--- config.mk ---
export PLATFORM = sky130hd
export DESIGN_NAME = eig_dispatch
export DESIGN_NICKNAME = d
export VERILOG_FILES = /design/src/rtl/eig_pkg.sv /design/src/rtl/eig_fifo.sv /design/src/rtl/eig_dispatch.sv
export SDC_FILE = /design/constraint.sdc
export NUM_CORES = 1
export LEC_CHECK = 0
export CAP_MARGIN = 5
export CORE_ASPECT_RATIO = 0.8
export CORE_MARGIN = 4
export CORE_UTILIZATION = 49
export CTS_BUF_LIST = sky130_fd_sc_hd__clkbuf_8
export CTS_CLUSTER_SIZE = 24
export DETAILED_ROUTE_END_ITERATION = 12
export GPL_ROUTABILITY_DRIVEN = 0
export MAX_ROUTING_LAYER = met4
export PLACE_DENSITY = 0.75
export SYNTH_ARGS = -nofsm -noshare
export SYNTH_HDL_FRONTEND = slang
export SYNTH_SLANG_ARGS = --single-unit
--- constraint.sdc ---
create_clock -name clk -period 2.75 [get_ports clk]
set_input_delay 0.825 -clock clk [delete_from_list [all_inputs] [get_ports clk]]
set_output_delay 0.825 -clock clk [all_outputs]
set_load 0.02 [all_outputs]
--- src/rtl/eig_pkg.sv ---
// Shared types for the eigen-analysis dispatcher: regime encodings, FSM states,
// and the coefficient pair stored in the input buffer.
package eig_pkg;

  localparam logic [2:0] REGIME_OVER  = 3'b100;
  localparam logic [2:0] REGIME_CRIT  = 3'b010;
  localparam logic [2:0] REGIME_UNDER = 3'b001;
  localparam logic [2:0] REGIME_NONE  = 3'b000;

  // ST_ prefix keeps the GUARD state distinct from the GUARD parameter
  typedef enum logic [2:0] {
    ST_IDLE,
    ST_ISSUE,
    ST_GUARD,
    ST_WAIT,
    ST_OUTPUT
  } disp_state_t;

  typedef struct packed {
    logic signed [31:0] a0;
    logic signed [31:0] a1;
  } pair_t;

endpackage

--- src/rtl/eig_fifo.sv ---
// Synchronous FIFO with registered occupancy; DEPTH must be a power of two so
// the pointers wrap naturally.
module eig_fifo #(
  parameter int WIDTH = 64,
  parameter int DEPTH = 4
) (
  input  logic                     clk,
  input  logic                     rst_n,
  input  logic                     push,
  input  logic                     pop,
  input  logic [WIDTH-1:0]         wdata,
  output logic [WIDTH-1:0]         rdata,
  output logic                     full,
  output logic                     empty,
  output logic [$clog2(DEPTH):0]   level
);

  localparam int AW = $clog2(DEPTH);

  logic [WIDTH-1:0] mem [DEPTH];
  logic [AW-1:0]    wr_ptr, rd_ptr;
  logic             do_push, do_pop;

  assign do_push = push && !full;
  assign do_pop  = pop && !empty;
  assign full    = (level == (AW+1)'(DEPTH));
  assign empty   = (level == '0);
  assign rdata   = mem[rd_ptr];

  always_ff @(posedge clk or negedge rst_n) begin
    if (!rst_n) begin
      wr_ptr <= '0;
      rd_ptr <= '0;
      level  <= '0;
    end else begin
      if (do_push) wr_ptr <= wr_ptr + 1'b1;
      if (do_pop)  rd_ptr <= rd_ptr + 1'b1;
      level <= level + {{AW{1'b0}}, do_push} - {{AW{1'b0}}, do_pop};
    end
  end

  // Storage needs no reset: a slot is only read after it has been written.
  always_ff @(posedge clk) begin
    if (do_push) mem[wr_ptr] <= wdata;
  end

endmodule

--- src/rtl/eig_dispatch.sv ---
// Buffers coefficient pairs, issues them one at a time to the eigen core and
// returns each result on valid/ready. EIG_DISPATCH_TIMEOUT_EN adds the WAIT abort.
module eig_dispatch
  import eig_pkg::*;
#(
  parameter int FIFO_DEPTH = 4,
  parameter int GUARD      = 2,
  parameter int TIMEOUT    = 255
) (
  input  logic                          clk,
  input  logic                          rst_n,
  input  logic                          in_valid,
  output logic                          in_ready,
  input  logic signed [31:0]            in_a0,
  input  logic signed [31:0]            in_a1,
  output logic                          core_data_rdy,
  output logic signed [31:0]            core_a0,
  output logic signed [31:0]            core_a1,
  input  logic                          core_busy,
  input  logic signed [31:0]            core_kappa,
  input  logic signed [31:0]            core_inv_kappa,
  input  logic [2:0]                    core_regime,
  output logic                          out_valid,
  input  logic                          out_ready,
  output logic signed [31:0]            out_kappa,
  output logic signed [31:0]            out_inv_kappa,
  output logic [2:0]                    out_regime,
  output logic                          out_timeout,
  output logic [$clog2(FIFO_DEPTH):0]   fifo_level
);

  localparam int GW = $clog2(GUARD + 1);

  disp_state_t   state;
  pair_t         head;
  logic          full, empty, pop;
  logic [GW-1:0] guard_cnt;

  assign in_ready = !full;
  assign pop      = (state == ST_IDLE) && !empty;

  eig_fifo #(.WIDTH($bits(pair_t)), .DEPTH(FIFO_DEPTH)) u_fifo (
    .clk   (clk),
    .rst_n (rst_n),
    .push  (in_valid),
    .pop   (pop),
    .wdata ({in_a0, in_a1}),
    .rdata (head),
    .full  (full),
    .empty (empty),
    .level (fifo_level)
  );

`ifdef EIG_DISPATCH_TIMEOUT_EN
  logic [15:0] to_cnt;
`else
  logic unused_timeout;
  assign unused_timeout = ^TIMEOUT;
  assign out_timeout    = 1'b0;
`endif

  always_ff @(posedge clk or negedge rst_n) begin
    if (!rst_n) begin
      state         <= ST_IDLE;
      core_data_rdy <= 1'b0;
      core_a0       <= '0;
      core_a1       <= '0;
      guard_cnt     <= '0;
      out_valid     <= 1'b0;
      out_kappa     <= '0;
      out_inv_kappa <= '0;
      out_regime    <= REGIME_NONE;
`ifdef EIG_DISPATCH_TIMEOUT_EN
      to_cnt        <= '0;
      out_timeout   <= 1'b0;
`endif
    end else begin
      core_data_rdy <= 1'b0;
      unique case (state)
        ST_IDLE: if (!empty) begin
          core_a0       <= head.a0;
          core_a1       <= head.a1;
          core_data_rdy <= 1'b1;
          state         <= ST_ISSUE;
        end
        ST_ISSUE: begin
          guard_cnt <= GW'(GUARD);
`ifdef EIG_DISPATCH_TIMEOUT_EN
          to_cnt    <= '0;
`endif
          state     <= ST_GUARD;
        end
        // core_busy may still reflect the previous transaction here
        ST_GUARD: begin
          guard_cnt <= guard_cnt - 1'b1;
          if (guard_cnt == GW'(1)) state <= ST_WAIT;
        end
        ST_WAIT: begin
`ifdef EIG_DISPATCH_TIMEOUT_EN
          to_cnt <= to_cnt + 16'd1;
`endif
          if (!core_busy) begin
            out_kappa     <= core_kappa;
            out_inv_kappa <= core_inv_kappa;
            out_regime    <= core_regime;
`ifdef EIG_DISPATCH_TIMEOUT_EN
            out_timeout   <= 1'b0;
`endif
            out_valid     <= 1'b1;
            state         <= ST_OUTPUT;
          end
`ifdef EIG_DISPATCH_TIMEOUT_EN
          else if (to_cnt + 16'd1 == 16'(TIMEOUT)) begin
            out_kappa     <= '0;
            out_inv_kappa <= '0;
            out_regime    <= REGIME_NONE;
            out_timeout   <= 1'b1;
            out_valid     <= 1'b1;
            state         <= ST_OUTPUT;
          end
`endif
        end
        ST_OUTPUT: if (out_ready) begin
          out_valid <= 1'b0;
          state     <= ST_IDLE;
        end
        default: state <= ST_IDLE;
      endcase
    end
  end

endmodule
# Yosys cells after proc, flatten, opt, wreduce, memory -nomap -nowiden

Memory sizes are Yosys's and may differ from the RTL's. A register that Yosys moved wholly into a read port is not among the register bits.
Cells that the tools add are included.

Add/sub/neg operators: 5
Equal/unequal tests: 10
Muxes and demuxes: 13
Bitwise gates (word level): 2
Reduce and logical (&&, ||, !) cells: 14

Operator list:

| operator                                                               | count |
|---|---|
| 3-bit one-hot mux with 5 select lines                                  | 1 |
| 3-bit two-way mux                                                      | 4 |
| 2-bit inequality test (second input constant)                          | 4 |
| 3-bit by 2-bit equality test with 1-bit output (second input constant) | 2 |
| 3-bit equality test (second input constant)                            | 2 |
| 3-bit zero test                                                        | 2 |
| 1-bit two-way mux                                                      | 6 |
| 2-bit by 1-bit adder with 2-bit output (second input constant)         | 2 |
| 2-bit one-hot mux with 2 select lines                                  | 1 |
| 2-bit AND reduction                                                    | 2 |
| 4-bit AND reduction                                                    | 1 |
| 2-bit nonzero test                                                     | 2 |
| 3-bit by 1-bit adder with 3-bit output                                 | 1 |
| 3-bit by 1-bit equality test with 1-bit output (second input constant) | 1 |
| 1-bit logical AND                                                      | 3 |
| 1-bit zero test                                                        | 3 |
| 3-bit AND reduction                                                    | 1 |
| 3-bit by 1-bit subtractor with 3-bit output                            | 1 |
| 2-bit by 1-bit equality test with 1-bit output (second input constant) | 1 |
| 1-bit NOT                                                              | 2 |
| 1-bit one-hot mux with 2 select lines                                  | 1 |
| 2-bit by 1-bit subtractor with 2-bit output (second input constant)    | 1 |

Flip-flop bits (word level): 81
Bits in writable memories: 256
Input bits: 136
Output and inout port bits: 138
Word-level logic and storage cells: 55
Memories: 1

Memory list:

| memory     | depth | bits a word | read ports | clocked after Yosys merged registers in | wr ports | RTL line       | RTL |
|---|---|---|---|---|---|---|---|
| u_fifo.mem | 4     | 64          | 1          | 1                                       | 1        | eig_fifo.sv:20 | `logic [WIDTH-1:0] mem [DEPTH];` |

# Longest topological paths before layout

Depth in word-level cells: 5
Depth in mapped cells: 11
Gate-level depth less buffers: 9

# Hierarchy

Synthesis repeated with hierarchy kept, for this count alone.

Cells, all modules: 689
Area, all modules: 14995.6 sq um

Modules (own cells, without submodules):

| module       | times used | cells each | area an instance (sq um) | seq. area each (sq um) |
|---|---|---|---|---|
| eig_fifo     | 1          | 376        | 9700.6                   | 7862.5 |
| eig_dispatch | 1          | 313        | 5295.1                   | 3453.3 |

# Least setup slack after synthesis

No wires, ideal clock.

Path kind: input -> register
From: input port in_valid
To: memory u_fifo.mem[0][0] (enable)
Setup time: 0.429 ns
Arrival: 2.748 ns
Data required time: 2.321 ns
Slack: -0.427 ns
Cell stages on the path: 2
Buffers on the path: 0
Cells stage by stage: a21boi_1 > and2_1

Cells in the longest elaborated chain, start to end: 3

Ends and longest elaborated chain:

| what                                    | RTL line           | RTL |
|---|---|---|
| start: declaration                      | eig_dispatch.sv:12 | `input logic in_valid,` |
| 1-bit logical AND                       | eig_fifo.sv:24     | `assign do_push = push && !full;` |
| 1-bit two-way mux                       | eig_fifo.sv:44     | `if (do_push) mem[wr_ptr] <= wdata;` |
| 1-bit two-way mux (implied by the code) | eig_fifo.sv:44     |  |
| end: declaration                        | eig_fifo.sv:20     |  |

No other way between the ends.

# Final worst setup path

From: register u_fifo.level[1]
To: output port in_ready

Cells in the longest elaborated chain, start to end: 2

Ends and longest elaborated chain:

| what                     | RTL line           | RTL |
|---|---|---|
| start: declaration       | eig_fifo.sv:15     | `output logic [$clog2(DEPTH):0] level` |
| start signal: assignment | eig_fifo.sv:38     | `level <= level + {{AW{1'b0}}, do_push} - {{AW{1'b0}}, do_pop};` |
| 3-bit equality test      | eig_fifo.sv:26     | `assign full = (level == (AW+1)'(DEPTH));` |
| 1-bit zero test          | eig_dispatch.sv:39 | `assign in_ready = !full;` |
| end: declaration         | eig_dispatch.sv:13 | `output logic in_ready,` |

No other way between the ends.

==> results.cfg <==
[outcome]
status = finished clean

[timing]
max_freq_ghz = 0.386
period_share = 0.943
fin_crit_ns = 2.59
slew_viol_final = 0
setup_slack_ns = 0.157
relSlewSlack = 0.366
tightest_slew_ns = 0.951
finalHoldViolCount = 0
finalClockSkew_ns = 0.0338
rsz0062_at_grt = no
setup_tns_ns = 0
setup_viol = 0

[synth]
synth_nets = 827
yosysTopAreaCell = edfxtp_1
synth_edf_count = 256
synth_compound_area_frac = 0.00421
syn_inst = 683
synth_seq_area_share = 0.762
synthSimpleGateAreaFrac = 0.00826
synth-xor-area-share = 0.00295
synth_top_family_by_area = multiplexers
netlist_area_um2 = 14900
synth-main-ff-cell = edfxtp_1
yosys_register_bits = 401
synth_top_area_share = 0.518
syn_avg_cell_area_um2 = 21.7
synth_commonest_cells = 256 x edfxtp_1, 145 x dfrtp_1, 77 x mux2_1, 64 x mux4_2, 56 x mux2_2
async_reset_ff_frac = 0.362
yosys_warnings = 0
synth_area_leaders = edfxtp_1 52%, dfrtp_1 24%, mux4_2 9.7%
synthMuxAreaShare = 0.198
synth_fa_ha_area_frac = 0.00725
synth_most_common_cell = edfxtp_1
synth.distinct_cells = 30

[run]
maxCapViolations = 0

[worst_setup_path]
worst-path-stages = 3
crit_path_start_kind = flip-flop
crit_fanout = 4
critPathCaptureType = primary output
critPathKind = reg -> out
r2r-start = u_fifo.level[1]$_DFF_PN0_
critPathRequiredTime_ns = 1.93
cp_top_family = buffers and inverters
critical_path_arrival_ns = 1.77
cp_slowest_stage_delay_ns = 0.57
cp_slowest_cell = clkdlybuf4s50_1
worstSetupStartpoint = u_fifo.level[1]$_DFF_PN0_
cp_cell_sequence = nor2_1 > nand2_1 > clkdlybuf4s50_1
crit_buf_inv = 1
r2r_cells = 9

[floorplan]
fp.dieH_um = 164
start_util = 0.502
die_w_um = 203
die_area_um2 = 33200
core_area_um2 = 29600
io_pins = 274
rows = 56

[cts]
clockBufferDepth = 3
cts_root_buffer = clkbuf_8
insertion_delay_ns = 0.60
htreeDepth = 2
ctsHoldBuffers = 0
clkSlewWorstSetupHoldPaths_ns = 0.06
post_cts_buffers = 0
cts_made_buffers = 59
cts_tree = built
cts-resized-gates = 0
clock_sinks = 401

[layout]
area_growth_pct = 31.6
drive_gt1_frac = 0.224
layout.nets = 1153
fin_area_um2 = 19500

[pwr]
p_total_mw = 22.4
ir_worst_vdd_uv = 628
pwr_density_cell_nw_per_um2 = 1150
total_leakage_power_nw = 7.20

[route]
via_per_inst = 5.12
ant_nets = 0
wl_mm = 31.4
drcViolationCount = 0
routedWlPerCell_um = 21.4
num_vias = 7527
drtPass1Iterations = 7
drt_iter0_drc = 357

[global_routing]
grt_pass1_wl_mm = 48.7
first_global_vias = 8230
antenna_found_initial = 5
grt_max_degree = 66
track_usage = 0.198
grt-ovfl-total = 0

[placed_design]
io_buffers = 272
dp_hpwl_mm = 21.4
dp_worst_setup_slack_ns = -0.0125
dpl_cell_area_um2 = 18300

[hold_path]
hold_class = in -> async
==> path summary, 6_finish.rpt <==
check | end | slack (ns)
setup / recovery | in_ready | 0.16
max in group asynchronous | core_a1[2]$_DFFE_PN0P_ | 1.86
hold / removal | core_a0[18]$_DFFE_PN0P_ | 0.23
hold reg to reg | out_inv_kappa[0]$_DFFE_PN0P_ | 0.48
min in group clk | out_inv_kappa[0]$_DFFE_PN0P_ | 0.48
setup reg to reg | u_fifo.level[2]$_DFF_PN0_ | 0.50
==> cells by family after synthesis <==
family                     Yosys count
and+or+nand+nor                     20
other                                1
muxes                              197
AOI/OAI and AO/OA                   10
DFF                                401
xor gates and xnor gates             5
adders and majority gates            8
buffers and inverters               41
==> cell usage in the layout, fill, tap and decap left out, types with 5 or more instances in the layout <==
| cell | instances |
|---|---|
| buf_12 | 18 |
| ha_1 | 7 |
| buf_4 | 6 |
| mux2_2 | 56 |
| mux2_1 | 77 |
| diode_2 | 6 |
| inv_1 | 36 |
| dfrtp_1 | 143 |
| clkdlybuf4s50_1 | 271 |
| mux4_2 | 64 |
| xnor2_1 | 5 |
| clkbuf_8 | 74 |
| edfxtp_1 | 256 |
==> metrics by stage <==
stage / hold slack (ns) / cells / utilization
2_1_floorplan: 0.482 / 683 / -
3_3_place_gp: 0.466 / 1354 / 0.619
3_5_place_dp: 0.474 / 1354 / 0.619
4_1_cts: 0.236 / 1465 / 0.660
5_1_grt: 0.235 / 1470 / 0.661
6_report: 0.228 / 1471 / 0.661
==> layout make-up <==
type                            instances  area [um^2]
Inverter                               10         37.5
Tap cell                              406          508
Multi-Input combinational cell        241         3300
Sequential cell                       401        11300
Antenna cell                            6         15.0
Clock inverter                         37          208
Fill cell                            1997        10000
Clock buffer                           74         1020
Timing Repair Buffer                  296         3130
==> layer usage <==
layer / wire [um] / GRT usage
met1: 13400 / 0.258
met2: 15000 / 0.310
met3: 2610 / 0.0616
met4: 472 / 0.0484
met5: 0 / -
==> power by group <==
group / switching (mW) / total (mW) / internal [mW]
clock network: 2.16 / 4.77 / 2.61
registers: 0.936 / 9.34 / 8.40
logic: 3.92 / 8.30 / 4.38
total: 7.02 / 22.4 / 15.4
==> worst register-to-register path: stages (launching register included) <==
cell,delay (ns)
dfrtp_1,0.41
or3_4,0.43
nand3b_4,0.09
inv_1,0.06
ha_1,0.26
inv_1,0.04
ha_1,0.20
fa_1,0.38
xnor2_1,0.18
xnor2_1,0.13
==> sequential cells by signal, summed over array words and instances, names as in the netlist <==
signal and cells:
u_fifo.mem 256, core_a0 32, core_a1 32, out_inv_kappa 32, out_kappa 32, out_regime 3, state 3, u_fifo.level 3
guard_cnt 2, u_fifo.rd_ptr 2, u_fifo.wr_ptr 2, core_data_rdy 1, out_valid 1
No activity file was read; power rests on OpenSTA's default activity.
